[src/rtl/seg7_mux_driver_pkg.sv]
// Shared constants for the multiplexed 7-segment driver: hex segment table
// (active-high, bit0 = a ... bit6 = g) and pin-polarity helpers.
package seg7_mux_driver_pkg;

  localparam logic [15:0][6:0] SEG_TABLE = {
    7'h71, 7'h79, 7'h5E, 7'h39, 7'h7C, 7'h77, 7'h6F, 7'h7F,
    7'h07, 7'h7D, 7'h6D, 7'h66, 7'h4F, 7'h5B, 7'h06, 7'h3F
  };

  localparam logic [6:0] SEG_OFF = 7'h00;

  function automatic logic [6:0] seg_pin(input logic [6:0] s, input logic active_low);
    return active_low ? ~s : s;
  endfunction

endpackage

[src/rtl/seg7_mux_driver_hex_seg_decode.sv]
// Combinational hex nibble to active-high gfedcba segment pattern.
module hex_seg_decode
  import seg7_mux_driver_pkg::*;
(
  input  logic [3:0] nib,
  output logic [6:0] seg
);

  assign seg = SEG_TABLE[nib];

endmodule

[src/rtl/seg7_mux_driver.sv]
// Time-multiplexed N-digit 7-segment driver with per-digit enable, decimal
// points, leading-zero suppression, anti-ghost blanking and frame latching.
module seg7_mux_driver
  import seg7_mux_driver_pkg::*;
#(
  parameter int NUM_DIGITS     = 4,
  parameter int REFRESH_DIV    = 4096,
  parameter int BLANK_CYCLES   = 16,
  parameter bit SEG_ACTIVE_LOW = 1'b1,
  parameter bit AN_ACTIVE_LOW  = 1'b1
) (
  input  logic                    clk,
  input  logic                    resetn,
  input  logic [4*NUM_DIGITS-1:0] value,
  input  logic [NUM_DIGITS-1:0]   dp_in,
  input  logic [NUM_DIGITS-1:0]   digit_en,
  input  logic                    lzs,
  output logic [6:0]              seg,
  output logic                    dp,
  output logic [NUM_DIGITS-1:0]   an,
  output logic                    frame_tick
);

  localparam int PW = (REFRESH_DIV > 1) ? $clog2(REFRESH_DIV) : 1;
  localparam int IW = (NUM_DIGITS > 1) ? $clog2(NUM_DIGITS) : 1;
  localparam logic [NUM_DIGITS-1:0] AN_ONE = 1;
  localparam logic [NUM_DIGITS-1:0] AN_IDLE = {NUM_DIGITS{AN_ACTIVE_LOW}};

  logic [PW-1:0] presc;
  logic [IW-1:0] idx;

  logic [NUM_DIGITS-1:0][3:0] sh_val, vw_val;
  logic [NUM_DIGITS-1:0]      sh_dp, sh_en, vw_dp, vw_en;
  logic                       sh_lzs, vw_lzs;

  logic latch, slot_end;
  assign latch    = (presc == '0) && (idx == '0);
  assign slot_end = (presc == PW'(REFRESH_DIV - 1));

  // On the latch cycle decode straight from the incoming frame so the first
  // lit slot (even with no blanking) never shows the previous frame.
  always_comb begin
    vw_val = latch ? value    : sh_val;
    vw_dp  = latch ? dp_in    : sh_dp;
    vw_en  = latch ? digit_en : sh_en;
    vw_lzs = latch ? lzs      : sh_lzs;
  end

  // upper_zero[i]: nibbles i..NUM_DIGITS-1 are all zero
  logic [NUM_DIGITS-1:0] upper_zero;
  always_comb begin
    upper_zero = '1;
    for (int i = 0; i < NUM_DIGITS; i++)
      for (int j = i; j < NUM_DIGITS; j++)
        if (vw_val[j] != 4'h0) upper_zero[i] = 1'b0;
  end

  logic [6:0] dec_seg;
  hex_seg_decode u_dec (
    .nib (vw_val[idx]),
    .seg (dec_seg)
  );

  logic       blank, supp, lit, dp_on;
  logic [6:0] seg_on;
  always_comb begin
    lit    = 1'b0;
    dp_on  = 1'b0;
    seg_on = SEG_OFF;
    blank  = (presc < PW'(BLANK_CYCLES)) || !vw_en[idx];
    supp   = vw_lzs && (idx != '0) && upper_zero[idx];
    if (!blank) begin
      dp_on = vw_dp[idx];
      // a suppressed digit keeps its anode only to show the decimal point
      if (supp) lit = vw_dp[idx];
      else begin
        lit    = 1'b1;
        seg_on = dec_seg;
      end
    end
  end

  always_ff @(posedge clk or negedge resetn) begin
    if (!resetn) begin
      presc      <= '0;
      idx        <= '0;
      sh_val     <= '0;
      sh_dp      <= '0;
      sh_en      <= '0;
      sh_lzs     <= 1'b0;
      seg        <= seg_pin(SEG_OFF, SEG_ACTIVE_LOW);
      dp         <= SEG_ACTIVE_LOW;
      an         <= AN_IDLE;
      frame_tick <= 1'b0;
    end else begin
      presc <= slot_end ? '0 : presc + 1'b1;
      if (slot_end) idx <= (idx == IW'(NUM_DIGITS - 1)) ? '0 : idx + 1'b1;
      if (latch) begin
        sh_val <= value;
        sh_dp  <= dp_in;
        sh_en  <= digit_en;
        sh_lzs <= lzs;
      end
      frame_tick <= latch;
      seg        <= seg_pin(seg_on, SEG_ACTIVE_LOW);
      dp         <= dp_on ^ SEG_ACTIVE_LOW;
      an         <= lit ? ((AN_ONE << idx) ^ AN_IDLE) : AN_IDLE;
    end
  end

endmodule
[config.mk]
export PLATFORM = sky130hd
export DESIGN_NAME = seg7_mux_driver
export DESIGN_NICKNAME = d
export VERILOG_FILES = /design/src/rtl/seg7_mux_driver_pkg.sv /design/src/rtl/seg7_mux_driver_hex_seg_decode.sv /design/src/rtl/seg7_mux_driver.sv
export SDC_FILE = /design/constraint.sdc
export NUM_CORES = 1
export LEC_CHECK = 0
export BUFFER_PORTS_ARGS = -buffer_cell sky130_fd_sc_hd__buf_2
export CORE_MARGIN = 2
export CORE_UTILIZATION = 45
export DETAILED_ROUTE_END_ITERATION = 7
export MAX_ROUTING_LAYER = met4
export PLACE_DENSITY = 0.63
export SYNTH_ARGS = -nofsm -noshare
export SYNTH_HDL_FRONTEND = slang
export SYNTH_SLANG_ARGS = --single-unit
[constraint.sdc]
create_clock -name clk -period 8.9 [get_ports clk]
set_input_delay 1.78 -clock clk [delete_from_list [all_inputs] [get_ports clk]]
set_output_delay 1.78 -clock clk [all_outputs]
set_load 0.03 [all_outputs]
==> results.py <==
metrics = {
    "floorplan": {
        "die_h_um": 80.81,
        "die_area_um2": 6530,
        "initial_core_util_pct": 47.34,
        "row_count": 27,
        "ioPinCount": 40,
        "coreArea_um2": 5608,
        "fp.dieW_um": 80.81,
    },
    "sta": {
        "final.setup_skew_ns": 0.01212,
        "final_hold_viol_count": 0,
        "fin_crit_sh_pct": 49.49,
        "slew_headroom_pct": 18.11,
        "finalSetupViolations": 0,
        "period_needed_ns": 4.405,
        "tns_ns": 0,
        "max_freq_mhz": 227.0,
        "rsz0062_at_grt": "false",
        "drv_slew": 0,
        "tightest_slew_ns": 1.215,
    },
    "global_route": {
        "overflow": 0,
        "grt.total_usage_pct": 19.71,
        "grt_max_degree": 53,
        "grt_pass1_wl_um": 9404,
        "grt_antenna_before_repair": 0,
        "first_global_vias": 1861,
    },
    "pwr": {
        "p_seq_share_pct": 54.8,
        "p_clk_share_pct": 35.7,
        "internal-power_uw": 346.5,
        "p_leak_uw": 0.001357,
        "power_uw": 458.0,
        "combPwrFrac_pct": 9.4,
        "power_switching_uw": 111.5,
        "ir_drop_mv": 0.07861,
        "p_per_area_nw_per_um2": 153.1,
        "switching_share_pct": 24.35,
    },
    "clocking": {
        "cts_setup_buffers": 0,
        "clockRootBuffer": "clkbuf_8",
        "cts_hold_buf": 0,
        "cts_sinks": 52,
        "path_clk_slew_ns": 0.10,
        "cts_tree": "built",
        "htreeDepth": 2,
        "clock_latency_ns": 0.31,
        "cts_resized": 0,
        "cts_made_buffers": 5,
        "clk_path_buf_depth": 2,
    },
    "routing": {
        "drt-pass1-iter-count": 4,
        "wirelength_um": 5690,
        "drcViolationCount": 0,
        "routed_via_density": 5.508,
        "drt_iter0_drc": 143,
        "vias": 1983,
        "wl_per_cell_um": 15.81,
        "drt.antenna.violating_nets": 0,
    },
    "status": {
        "status": "finished, final reports clean",
    },
    "cells_and_area": {
        "diodes": 0,
        "multi_input_area_um2": 1226,
        "layout.nets": 326,
        "final_util_pct": 53.35,
        "area_growth_pct": 12.68,
        "num-fill-cells": 523,
        "drive_gt1_share_pct": 29.17,
        "mostFrequentLayoutCells": "nand2_1 (47), dfrtp_1 (40), buf_2 (39), o21ai_0 (13)",
        "mostFrequentLayoutCell": "nand2_1",
        "seq_area_um2": 1316,
    },
    "critical_path": {
        "arrival_ns": 4.58,
        "cp_common_cell": "nand2_1",
        "endpoint_kind": "flip-flop",
        "cp_max_fo": 31,
        "cp_data_required_time_ns": 9.07,
        "crit_chain": "nor4_2 -> nand3_2 -> inv_2 -> nand2_1 -> nand2_1 -> o211ai_1 -> o21ai_0 -> o221ai_1",
        "max_stage_delay_ns": 0.98,
        "worstSetupPathType": "reg -> reg",
        "critPathSlowestCell": "o21ai_0",
        "r2r_slack_ns": 4.50,
        "startpoint_type": "flip-flop",
    },
    "flow_run": {
        "drv_cap": 0,
    },
    "yosys": {
        "synth-async-reset-ratio_pct": 100.0,
        "syn_nets": 291,
        "ys_warn_count": 0,
        "synthTopCellsByArea": "dfrtp_1 (38%), dfstp_2 (12%), nand2_1 (6.6%)",
        "ys_ff_latch": 52,
        "synth_top_area_cell": "dfrtp_1",
        "ys_types": 44,
        "synth_seq_area_share_pct": 49.58,
        "syn_avg_cell_area_um2": 10.54,
        "synth_edf_count": 0,
        "yosys_most_used_dff": "dfrtp_1",
        "synth_top_area_share_pct": 37.70,
        "synth_area_um2": 2655,
        "synthCells": 252,
    },
    "hold_path": {
        "hold_class": "reg -> reg",
    },
    "place": {
        "place.gp.congestion": 0.8496,
        "hpwl_um": 4166,
        "io_buffers": 39,
    },
}
through the flow:
step	hold WS [ns]	cell area, um2	setup slack, ns	instances
6_report	0.4864	2992	4.495	360
5_1_grt	0.5218	2992	3.926	360
4_1_cts	0.4866	2992	4.487	360
3_5_place_dp	0.4596	2880	4.484	352
3_3_place_gp	0.4606	2880	4.742	352
2_1_floorplan	0.4401	2655	5.376	252
power groups by stage:
stage               Sequential, uW  Combinational [uW]  Clock [uW]
finish                         251                43.1         164
detailed placement             256                43.6           0
floorplan                      261                17.7           0
CTS                            251                43.8         168
global placement               255                43.3           0
global route                   252                48.3         178
final timing paths:
path | startpoint | endpoint | cells after the start
max | presc[8] | seg[5] | 8
min | sh_dp[0] | sh_dp[0] | 2
max reg2reg | presc[8] | seg[5] | 8
min reg2reg | sh_dp[0] | sh_dp[0] | 2
max in group asynchronous | resetn | presc[9] | 2
min in group asynchronous | resetn | sh_en[3] | 2
flip-flops by register name, indices dropped and copies added, names as in the netlist, 2 cells and up:
name / cells
sh_dp: 4
presc: 12
idx: 2
an: 4
sh_en: 4
seg: 7
sh_val: 16
synthesized netlist by cell type, types with 5 or more instances:
cell	n
a41o_1	6
xor2_1	6
clkbuf_1	5
inv_1	11
dfstp_2	12
o211ai_1	5
nand2_1	47
ha_1	12
a21oi_1	10
nand3_1	7
o21ai_0	13
nor4_1	5
mux2_2	12
dfrtp_1	40
nor2_1	9
per-layer routing:
| metal | track usage (%) | part of all wire (%) |
|---|---|---|
| met1 | 28.63 | 49 |
| met2 | 27.02 | 44 |
| met3 | 4.333 | 5.1 |
| met4 | 7.119 | 1.9 |
| met5 | - | 0 |
critical path, delay by kind of cell, from the launching register on:
family / cells / cell delay, ns
simple gates: 4 / 1.87
buf+inv: 1 / 0.55
flops: 1 / 0.44
compound gates: 3 / 1.40
cells by family (layout without fill, tap and decap cells):
logic type	Yosys count	after routing	synth area share, %
compound gates	47	47	12.11
fa+ha+maj	12	12	5.655
mux	19	19	8.859
buf+inv	24	60	4.241
xor+xnor	9	9	2.969
flops	52	52	49.58
simple gates	89	89	16.59
area by class of cell:
type	instances	share of cell area (%)
repair buffers	40	6.775
inverters	12	1.506
clock buffers	5	2.300
well taps	72	3.011
flip-flops and latches	52	44.00
clock inverters	3	1.422
multi-input cells	176	40.99
Power figures use the tool's default switching activity.
